`src/rtl/mem_init_seq.sv`:
```
// Power-on / requested RAM clear sequencer: sweeps every RAM address with a fill
// pattern, holds the core in reset for HOLD_CYC cycles, then releases it.
module mem_init_seq #(
    parameter int                 ADDR_W   = 16,
    parameter int                 DATA_W   = 8,
    parameter logic [DATA_W-1:0]  FILL     = '1,
    parameter int                 MODE     = 0,
    parameter int                 PAGE_W   = 7,
    parameter int                 HOLD_CYC = 16
) (
    input  logic              clk_sys_i,
    input  logic              reset_i,
    input  logic              req_i,
    input  logic              mem_ready_i,
    output logic [ADDR_W-1:0] mem_addr_o,
    output logic [DATA_W-1:0] mem_data_o,
    output logic              mem_we_o,
    output logic              sys_reset_o,
    output logic              busy_o,
    output logic              done_o
);

    // state    | meaning
    // ST_CLEAR | writing fill data, one address per accepted write
    // ST_HOLD  | RAM cleared, core still held in reset by hold counter
    // ST_RUN   | core released; done pulses on the first cycle
    typedef enum logic [1:0] {
        ST_CLEAR = 2'd0,
        ST_HOLD  = 2'd1,
        ST_RUN   = 2'd2
    } state_e;

    localparam int                 CNT_W     = (HOLD_CYC < 1) ? 1 : $clog2(HOLD_CYC + 1);
    localparam logic [CNT_W-1:0]   HOLD_LOAD = CNT_W'(HOLD_CYC - 1);
    localparam logic [ADDR_W-1:0]  LAST_ADDR = '1;

    state_e              state_q, state_d;
    logic [ADDR_W-1:0]   addr_q, addr_d;
    logic [CNT_W-1:0]    cnt_q, cnt_d;
    logic                done_q, done_d;
    logic [DATA_W-1:0]   addr_lo;

    always_ff @(posedge clk_sys_i or posedge reset_i) begin
        if (reset_i) begin
            state_q <= ST_CLEAR;
            addr_q  <= '0;
            cnt_q   <= '0;
            done_q  <= 1'b0;
        end else begin
            state_q <= state_d;
            addr_q  <= addr_d;
            cnt_q   <= cnt_d;
            done_q  <= done_d;
        end
    end

    always_comb begin
        state_d     = state_q;
        addr_d      = addr_q;
        cnt_d       = cnt_q;
        done_d      = 1'b0;
        mem_we_o    = 1'b0;
        busy_o      = 1'b0;
        sys_reset_o = 1'b1;

        case (state_q)
            ST_CLEAR: begin
                mem_we_o = 1'b1;
                busy_o   = 1'b1;
                if (mem_ready_i) begin
                    if (addr_q == LAST_ADDR) begin
                        state_d = ST_HOLD;
                        addr_d  = '0;
                        cnt_d   = HOLD_LOAD;
                    end else begin
                        addr_d = addr_q + 1'b1;
                    end
                end
            end
            ST_HOLD: begin
                if (cnt_q == '0) begin
                    state_d = ST_RUN;
                    done_d  = 1'b1;
                end else begin
                    cnt_d = cnt_q - 1'b1;
                end
            end
            ST_RUN: begin
                sys_reset_o = 1'b0;
            end
            default: begin
                state_d = ST_CLEAR;
                addr_d  = '0;
                cnt_d   = '0;
            end
        endcase

        // A request restarts the sweep from scratch, overriding any transition above.
        if (req_i) begin
            state_d = ST_CLEAR;
            addr_d  = '0;
            cnt_d   = '0;
            done_d  = 1'b0;
        end
    end

    generate
        if (ADDR_W >= DATA_W) begin : g_addr_trunc
            assign addr_lo = addr_q[DATA_W-1:0];
        end else begin : g_addr_zext
            assign addr_lo = {{(DATA_W - ADDR_W){1'b0}}, addr_q};
        end
    endgenerate

    always_comb begin
        mem_data_o = FILL;
        if (MODE == 1) begin
            mem_data_o = addr_q[PAGE_W] ? ~FILL : FILL;
        end else if (MODE == 2) begin
            mem_data_o = FILL ^ addr_lo;
        end
    end

    assign mem_addr_o = addr_q;
    assign done_o     = done_q;

endmodule

```
`config.mk`:
```
export PLATFORM = sky130hd
export DESIGN_NAME = mem_init_seq
export DESIGN_NICKNAME = d
export VERILOG_FILES = /design/src/rtl/mem_init_seq.sv
export SDC_FILE = /design/constraint.sdc
export NUM_CORES = 1
export LEC_CHECK = 0
export ABC_AREA = 1
export CORE_UTILIZATION = 41
export CTS_CLUSTER_SIZE = 24
export DETAILED_ROUTE_END_ITERATION = 8
export PLACE_DENSITY = 0.66
export SLEW_MARGIN = 20
export SYNTH_ARGS = -nofsm -noshare
export SYNTH_HDL_FRONTEND = slang
export SYNTH_SLANG_ARGS = --single-unit
```
`constraint.sdc`:
```
create_clock -name clk_sys_i -period 2.9 [get_ports clk_sys_i]
set_input_delay 0.435 -clock clk_sys_i [delete_from_list [all_inputs] [get_ports clk_sys_i]]
set_output_delay 0.435 -clock clk_sys_i [all_outputs]
set_load 0.02 [all_outputs]
```
==> reports/qor.yml <==
nets: 256
start_util_pct: 43.9
status: "completed"
clock-skew-final_ns: 0.00183
crit_fanout: 5
slew_viol_final: 0
grt-ovfl-total: 0
setup_violations: 0
cts_buffers: 3
antenna_found_initial: 0
placed_cell_area_sq_um: 1870
wl_per_cell_um: 10.6
cp_top_family: "buffers and inverters"
fmax_mhz: 468
grt_pass1_vias: 1243
cts_buffer_depth: 2
cp-end-kind: "primary output"
syn-instance-count: 222
cts_tree: "yes"
cts_resized: 0
grt_max_degree: 25
relSlewSlack_pct: 39.9
num_vias: 1351
avgViaCountPerCell: 4.63
first_pass_iters: 4
clk_pin_slew_worst_paths_ns: 0.08
r2r_end: "mem_addr_o[15]$_DFFE_PP0P_"
hpwl_um: 2360
synth_top_area_share_pct: 36.5
ctsHoldBuffers: 0
cp.required_ns: 2.47
die_y_um: 65.3
yosysWarningCount: 0
cp_data_arrival_time_ns: 1.70
dieArea_sq_um: 4270
hold_class: "flop to flop"
globalplace.congestion: 0.816
whs_path_depth: 2
synthTopCellsByCount: "nand2_1 (62), inv_1 (28), nor2_1 (26), dfrtp_1 (24), nand3_1 (13)"
async_flop_share_pct: 100
finalWorstSetupSlack_ns: 0.762
drt_iter0_drc: 59
io_buffers: 23
synth_edf_count: 0
max_cap_viol_count: 0
final_layout_size_suffix_gt1_share_pct: 10.2
ff2ff_setup_slack_ns: 1.05
r2r_start: "mem_addr_o[0]$_DFFE_PP0P_"
slowest_stage: "clkdlybuf4s50_1"
clk_latency_ns: 0.26
grt_usage_pct: 16.3
core_sq_um: 3740
final_core_util_pct: 51.1
yosysSeqAreaShare_pct: 36.5
drt_wl_total_um: 3100
powerDensity_nw_per_um2: 345
die_x_um: 65.3
r2r_cells: 8
max_slew.worst_pin.slew_ns: 0.900
period_needed_ns: 2.14
synth_cell_types: 24
place_ws_ns: 0.877
htree_levels: 1
min_to: "cnt_q[1]$_DFFE_PP0P_"
synth-main-ff-cell: "dfrtp_1"
hold_viol: 0
tns_ns: 0
crit_path_cell_trace: "inv_1 > ha_1 > clkdlybuf4s50_1"
critPathKind: "flop to primary output"
crit_path_start_kind: "flop"
ys_seq_elements: 24
synth.largest_area_cell: "dfrtp_1"
syn_avg_cell_area_sq_um: 7.41
rows: 22
cpPeakStageDelay_ns: 0.65
area_growth_pct: 16.3
synth.cell_area_sq_um: 1640
yosysMostFrequentCell: "nand2_1"
cp_num_buf_inv: 2
grt_pass1_wl_um: 5380
drc_errors: 0
ir_worst_vdd_v: 0.000135
clock_sinks: 24
antenna_cells: 0
min_from: "cnt_q[1]$_DFFE_PP0P_"
cp-startpoint: "state_q[0]$_DFFE_PP0P_"
cts_root_buffer: "clkbuf_8"
timing.final.crit_share_pct: 73.7
synth_area_leaders: "dfrtp_1 (37%), nand2_1 (14%), inv_1 (6.4%)"
drtAntennaViolNets: 0
rsz0062_at_grt: "no"
p_leak_uw: 0.000949
postLayoutCellArea_sq_um: 1910
post_cts_buffers: 0
io_pins: 32
==> per-layer routing <==
layer / part of all wire, % / global-route usage (%)
met5: 0 / 0
met4: 0.81 / 5.16
met3: 3.0 / 2.26
met2: 45 / 26.3
met1: 51 / 22.4
==> cells in the final DEF, fill, tap and decap left out, drive strengths merged <==
cell	n
nand4	10
conb	8
xor2	4
inv	33
nand3b	2
clkdlybuf4s50	23
o21ai	7
nor2	34
nand3	16
dfrtp	24
clkbuf	3
nor3	3
ha	6
nand2	67
a21oi	2
xnor2	2
==> report_power, final <==
part,internal (uW),leakage [uW],switching [uW]
logic,37.0,0.000601,68.9
clock network,92.6,0.0000216,99.4
registers,347,0.000326,14.1
==> registers in the layout, indices dropped and copies added, names as in the netlist <==
name	cells
mem_addr_o	16
cnt_q	5
done_o	1
state_q	2
==> through the flow <==
| stage | power [uW] | instances | hold WS [ns] |
|---|---|---|---|
| 2_1_floorplan | 453 | 229 | 0.450 |
| 3_3_place_gp | 474 | 289 | 0.490 |
| 3_5_place_dp | 474 | 289 | 0.496 |
| 4_1_cts | 667 | 292 | 0.517 |
| 5_1_grt | 695 | 292 | 0.542 |
| 6_report | 659 | 292 | 0.510 |
==> logic make-up after synthesis <==
| logic type | share of synthesized area, % |
|---|---|
| flip-flops | 36.5 |
| other | 0.228 |
| AND/OR/NAND/NOR | 39.0 |
| AO/OA/AOI/OAI | 3.43 |
| XOR/XNOR | 3.20 |
| adder cells (fa/ha/maj) | 4.57 |
| buffers and inverters | 13.0 |
==> layout make-up <==
| cell class | count | area (sq um) |
|---|---|---|
| Multi-Input combinational cell | 161 | 856 |
| Sequential cell | 24 | 601 |
| Timing Repair Buffer | 23 | 230 |
| Fill cell | 386 | 1830 |
| Tap cell | 48 | 60.1 |
| Clock buffer | 3 | 41.3 |
| Inverter | 33 | 124 |
==> worst reg2reg max path: cells and delay by family, from the launching register on <==
kind,cells,cell delay (ns)
flip-flops,1,0.42
buffers and inverters,1,0.19
AND/OR/NAND/NOR,5,0.62
AO/OA/AOI/OAI,1,0.33
adder cells (fa/ha/maj),1,0.19
==> how the worst max path moves through the flow <==
stage                                  to  slack (ns)  depth (start not counted)
2_1_floorplan   mem_addr_o[7]$_DFFE_PP0P_        1.30                          9
3_3_place_gp    mem_addr_o[2]$_DFFE_PP0P_        0.92                          8
3_5_place_dp   mem_addr_o[13]$_DFFE_PP0P_        0.88                          8
4_1_cts                            busy_o        0.75                          3
5_1_grt                            busy_o        0.71                          3
6_report                           busy_o        0.76                          3
No activity file was read; power rests on OpenSTA's default activity.
